### config.mk
export PLATFORM = sky130hd
export DESIGN_NAME = multu_hilo
export DESIGN_NICKNAME = d
export VERILOG_FILES = /design/src/rtl/multu_hilo.sv
export SDC_FILE = /design/constraint.sdc
export NUM_CORES = 1
export LEC_CHECK = 0
export ABC_AREA = 1
export CAP_MARGIN = 15
export CORE_ASPECT_RATIO = 1.75
export CORE_MARGIN = 2
export CORE_UTILIZATION = 23
export CTS_BUF_LIST = sky130_fd_sc_hd__clkbuf_4 sky130_fd_sc_hd__clkbuf_8
export DETAILED_ROUTE_END_ITERATION = 12
export PLACE_DENSITY = 0.4
export SYNTH_ARGS = -nofsm -noshare
export SYNTH_HDL_FRONTEND = slang
export SYNTH_SLANG_ARGS = --single-unit
### constraint.sdc
create_clock -name clk -period 2.5 [get_ports clk]
set_input_delay 0.625 -clock clk [delete_from_list [all_inputs] [get_ports clk]]
set_output_delay 0.625 -clock clk [all_outputs]
set_load 0.1 [all_outputs]
### src/rtl/multu_hilo.sv
// rtl/multu_hilo.sv - multi-cycle shift-add unsigned multiplier with Hi/Lo registers
//
// Purpose:
//   Executes MULTU one partial product per clock and holds the architectural
//   Hi/Lo registers read back by MFHI/MFLO through the writeback result mux.
//   Hi/Lo change only when a product completes, so reads issued during an
//   iteration return the previous product.
//
// Ports:
//   clk     in   1      system clock, rising edge
//   reset   in   1      asynchronous active-low reset
//   start   in   1      request qualifier from control
//   Signal  in   6      funct field; MULTU starts a multiply
//   dataA   in   WIDTH  multiplicand (rs)
//   dataB   in   WIDTH  multiplier (rt)
//   busy    out  1      high while iterating (state RUN)
//   done    out  1      one-cycle pulse when Hi/Lo take a new product
//   HiOut   out  WIDTH  upper half of the last product
//   LoOut   out  WIDTH  lower half of the last product

module multu_hilo #(
    parameter int          WIDTH = 32,
    parameter logic [5:0]  MULTU = 6'b011001,
    parameter int          CNT_W = 6
) (
    input  logic             clk,
    input  logic             reset,
    input  logic             start,
    input  logic [5:0]       Signal,
    input  logic [WIDTH-1:0] dataA,
    input  logic [WIDTH-1:0] dataB,
    output logic             busy,
    output logic             done,
    output logic [WIDTH-1:0] HiOut,
    output logic [WIDTH-1:0] LoOut
);

    typedef enum logic [1:0] {
        IDLE = 2'd0,
        RUN  = 2'd1,
        DONE = 2'd2
    } state_t;

    localparam logic [CNT_W-1:0] LAST_ITER = CNT_W'(WIDTH - 1);

    state_t             state;
    logic [2*WIDTH:0]   prod;
    logic [WIDTH-1:0]   mcand;
    logic [CNT_W-1:0]   counter;

    logic               accept;
    logic [WIDTH:0]     upper_sum;
    logic [2*WIDTH:0]   next_prod;

    // A new multiply may begin from IDLE or straight out of DONE; requests
    // during RUN are dropped and control is expected to stall on busy.
    assign accept = start && (Signal == MULTU) && (state != RUN);

    // One shift-add step. The upper field is WIDTH+1 bits wide so the carry
    // out of the add survives and is shifted down into bit 2*WIDTH-1.
    always_comb begin
        upper_sum = prod[2*WIDTH:WIDTH];
        if (prod[0]) begin
            upper_sum = prod[2*WIDTH:WIDTH] + {1'b0, mcand};
        end
        next_prod = {1'b0, upper_sum, prod[WIDTH-1:1]};
    end

    always_ff @(posedge clk or negedge reset) begin
        if (!reset) begin
            state   <= IDLE;
            prod    <= '0;
            mcand   <= '0;
            counter <= '0;
            HiOut   <= '0;
            LoOut   <= '0;
        end else if (state == RUN) begin
            prod    <= next_prod;
            counter <= counter + 1'b1;
            if (counter == LAST_ITER) begin
                HiOut <= next_prod[2*WIDTH-1:WIDTH];
                LoOut <= next_prod[WIDTH-1:0];
                state <= DONE;
            end
        end else if (accept) begin
            mcand   <= dataA;
            prod    <= {{(WIDTH+1){1'b0}}, dataB};
            counter <= '0;
            state   <= RUN;
        end else begin
            state <= IDLE;
        end
    end

    assign busy = (state == RUN);
    assign done = (state == DONE);

endmodule
==> metrics.md <==
| Metric | Value |
|---|---|
| Synth top area share | `0.4525` |
| Ys Warns | `0` |
| Row cnt | `97` |
| Tmin final | `between 2 and 2.5 ns` |
| Clock transition at path regs | `0.10 ns` |
| Post-synthesis cell count | `1201` |
| Area contributors post-synth | `dfrtp_1 45%, nand2_1 17%, inv_1 7.3%` |
| Final wirelength | `31370 um` |
| Reg2Reg Launch Point | `prod[37]$_DFFE_PN0P_` |
| Clk root buf | `clkbuf_8` |
| Fill cells | `4340` |
| Worst min path class | `in2async` |
| Drt drc | `0` |
| Remaining antenna violation count after routing | `0` |
| Starting Density | `0.2327` |
| Max Clock Skew | `around 0.018 ns` |
| Mux cell area share after synthesis | `0.03879` |
| Critical Path End Type | `primary output` |
| Worst Path Class, Setup | `reg2out` |
| Most frequent cells in the layout | `420 x nand2_1, 180 x inv_1, 168 x dfrtp_1` |
| Critical Path Source | `state[1]$_DFFE_PN0P_` |
| GPL Wtd Cong | `0.9258` |
| Setup-failing EPs final | `0` |
| Overall Power | `6.564 mW` |
| First-pass GRT wire length | `around 50000 um` |
| Post-synth cell types | `35` |
| CTS tree | `yes` |
| Xor-xnor portion of the synthesized cell area | `0.01320` |
| Post-CTS sizing | `0` |
| Flops & latches, synth | `168` |
| Worst Path Arrival | `1.68 ns` |
| Final hold slack | `0.03135 ns` |
| Slew Limit Fails | `0` |
| Adder-cell share of the synthesized area | `0.04660` |
| Initial antenna violation count | `2` |
| I/O pin count | `139` |
| Most common cell after layout, fill and taps aside | `nand2_1` |
| Worst slew pin tran | `0.5086 ns` |
| Final hold vios | `0` |
| Mapped Nets | `1308` |
| Vias in the first global route | `8661` |
| Mapped cell area | `0.009290 sq mm` |
| Buffers on Ports | `about 140` |
| Final TNS setup | `0 ns` |
| Post-CTS setup buffer count | `0` |
| Chip Width | `155.9 um` |
| Grt ovf | `0` |
| Fraction of layout cells with a size suffix above 1 | `0.1072` |
| Clock sink total | `168` |
| Synth Area in Simple Gates | `0.2710` |
| TritonRoute pass-1 iters | `5` |
| Vias | `around 8100` |
| Synth area leader | `dfrtp_1` |
| Average vias per placed instance | `4.358` |
| Compound-Gate Fraction of Synth Area | `0.08108` |
| PD cells | `approximately 560 mW/mm^2` |
| Post-synthesis to final-layout area growth | `25.20%` |
| RSZ-0062 raised after global routing | `no` |
| FMAX | `434.8 MHz` |
| Total GRT Usage | `0.1550` |
| Critical Path RT | `between 1.5 and 2 ns` |
| Clk buf depth | `2` |
| CTS H-Tree Depth | `4` |
| VDD IR-drop max | `344.7 uV` |
| Clk_lat worst skew | `~0.51 ns` |
| Core box area | `~0.040 sq mm` |
| DRT iter0 DRCs | `359` |
| Crit-path max FO | `11` |
| Largest net degree at the start of global routing | `95` |
| Largest family of logic cells by synthesized area | `simple AND/OR/NAND/NOR gates` |
| Die Area | `0.04208 sq mm` |
| Average size of a mapped cell | `7.735 sq um` |
| Pleak | `a little over 6 nW` |
| Routed length per placed instance | `roughly 17 um` |
| Crit share post-route | `0.9200` |
| Sequential area share after synthesis | `0.4525` |
| Slew HR | `0.6609` |
| Die span in y | `269.9 um` |
| Dpl hpwl | `roughly 24000 um` |
| Layout Nets | `1448` |
| Outcome | `complete, no violations` |
| Max cap viols | `0` |
| # hold bufs at CTS | `0` |
| Startpoint class of the critical path | `flip-flop` |
| CTS Buf Count | `17` |
final cells by class:
type	instances	area, sq um	share of cell area
antenna	1	2.502	0.0002151
clock buffer	18	247.7	0.02130
clock inverter	13	118.9	0.01022
inverter	182	683.2	0.05873
multi-input combinational	807	4210	0.3620
sequential	168	4204	0.3614
tap	495	619.3	0.05325
timing repair buffer	165	1545	0.1329
worst paths after layout:
path                                    endpoint  slack, ns  depth (start not counted)
max reg2reg                HiOut[30]$_DFFE_PN0P_       0.21                         13
max in group asynchronous   prod[60]$_DFFE_PN0P_       1.84                          2
min reg2reg                HiOut[13]$_DFFE_PN0P_       0.49                          2
max                                         busy       0.20                          5
min in group clk           HiOut[13]$_DFFE_PN0P_       0.49                          2
min                        HiOut[10]$_DFFE_PN0P_       0.03                          1
per-layer routing:
metal	up-vias	share of wire	routed length, um	GRT usage
li1	4102	-	-	-
met1	3788	0.37	11570	0.1560
met2	135	0.56	17660	0.3057
met3	31	0.041	1294	0.03177
met4	2	0.026	828	0.05674
met5	-	0.00051	16	0
critical path, stage by stage, from the launching register on:
cell	delay [ns]
dfrtp_1	0.37
inv_1	0.07
nand2_2	0.13
inv_1	0.15
buf_4	0.24
buf_12	0.20
state kept, by name (all words and copies together), names as in the netlist:
name / cells
HiOut: 32
LoOut: 32
counter: 6
mcand: 32
prod: 64
state: 2
stage by stage:
step | std cells | worst slack, ns | cell area [sq um] | util
floorplan | 1201 | 0.05069 | 9290 | -
global placement | 1817 | 0.09228 | 11250 | 0.2818
detailed placement | 1817 | 0.08176 | 11250 | 0.2818
CTS | 1848 | 0.07474 | 11620 | 0.2910
global route | 1849 | 0.001409 | 11630 | 0.2913
finish | 1849 | 0.1999 | 11630 | 0.2913
power breakdown:
part,switching (mW),internal [mW],leakage [nW]
sequential,0.154,2.97,2.10
combinational,0.937,0.593,3.89
clock,1.17,0.742,0.189
cells by family after synthesis:
group,Yosys count
and+or+nand+nor,605
buffers and inverters,226
muxes,32
AOI/OAI and AO/OA,122
DFF,168
xor gates and xnor gates,14
adders and majority gates,34
synthesized netlist by cell type:
cell type  instances
dfrtp_1          168
o31ai_1            1
o211ai_1           2
mux2_1            31
a21o_1             1
nor4_4             1
inv_1            180
nand3b_1           1
nor2_1            48
buf_1              3
inv_2              1
mux2_2             1
ha_1              33
o22ai_1            1
fa_1               1
a21oi_1           23
nor4_1             1
buf_2              8
or2_2             12
clkinv_1           1
clkbuf_1          27
buf_4              1
buf_6              5
nand4_1           19
and3b_1            1
nand2_1          421
and3_1             1
nand3_1           94
a22o_1             1
o221ai_1          32
o21bai_1           3
nand3_4            1
o21ai_0           58
nor3_1             5
xnor2_1           14
Note: power is estimated with default switching activity, not from simulation.
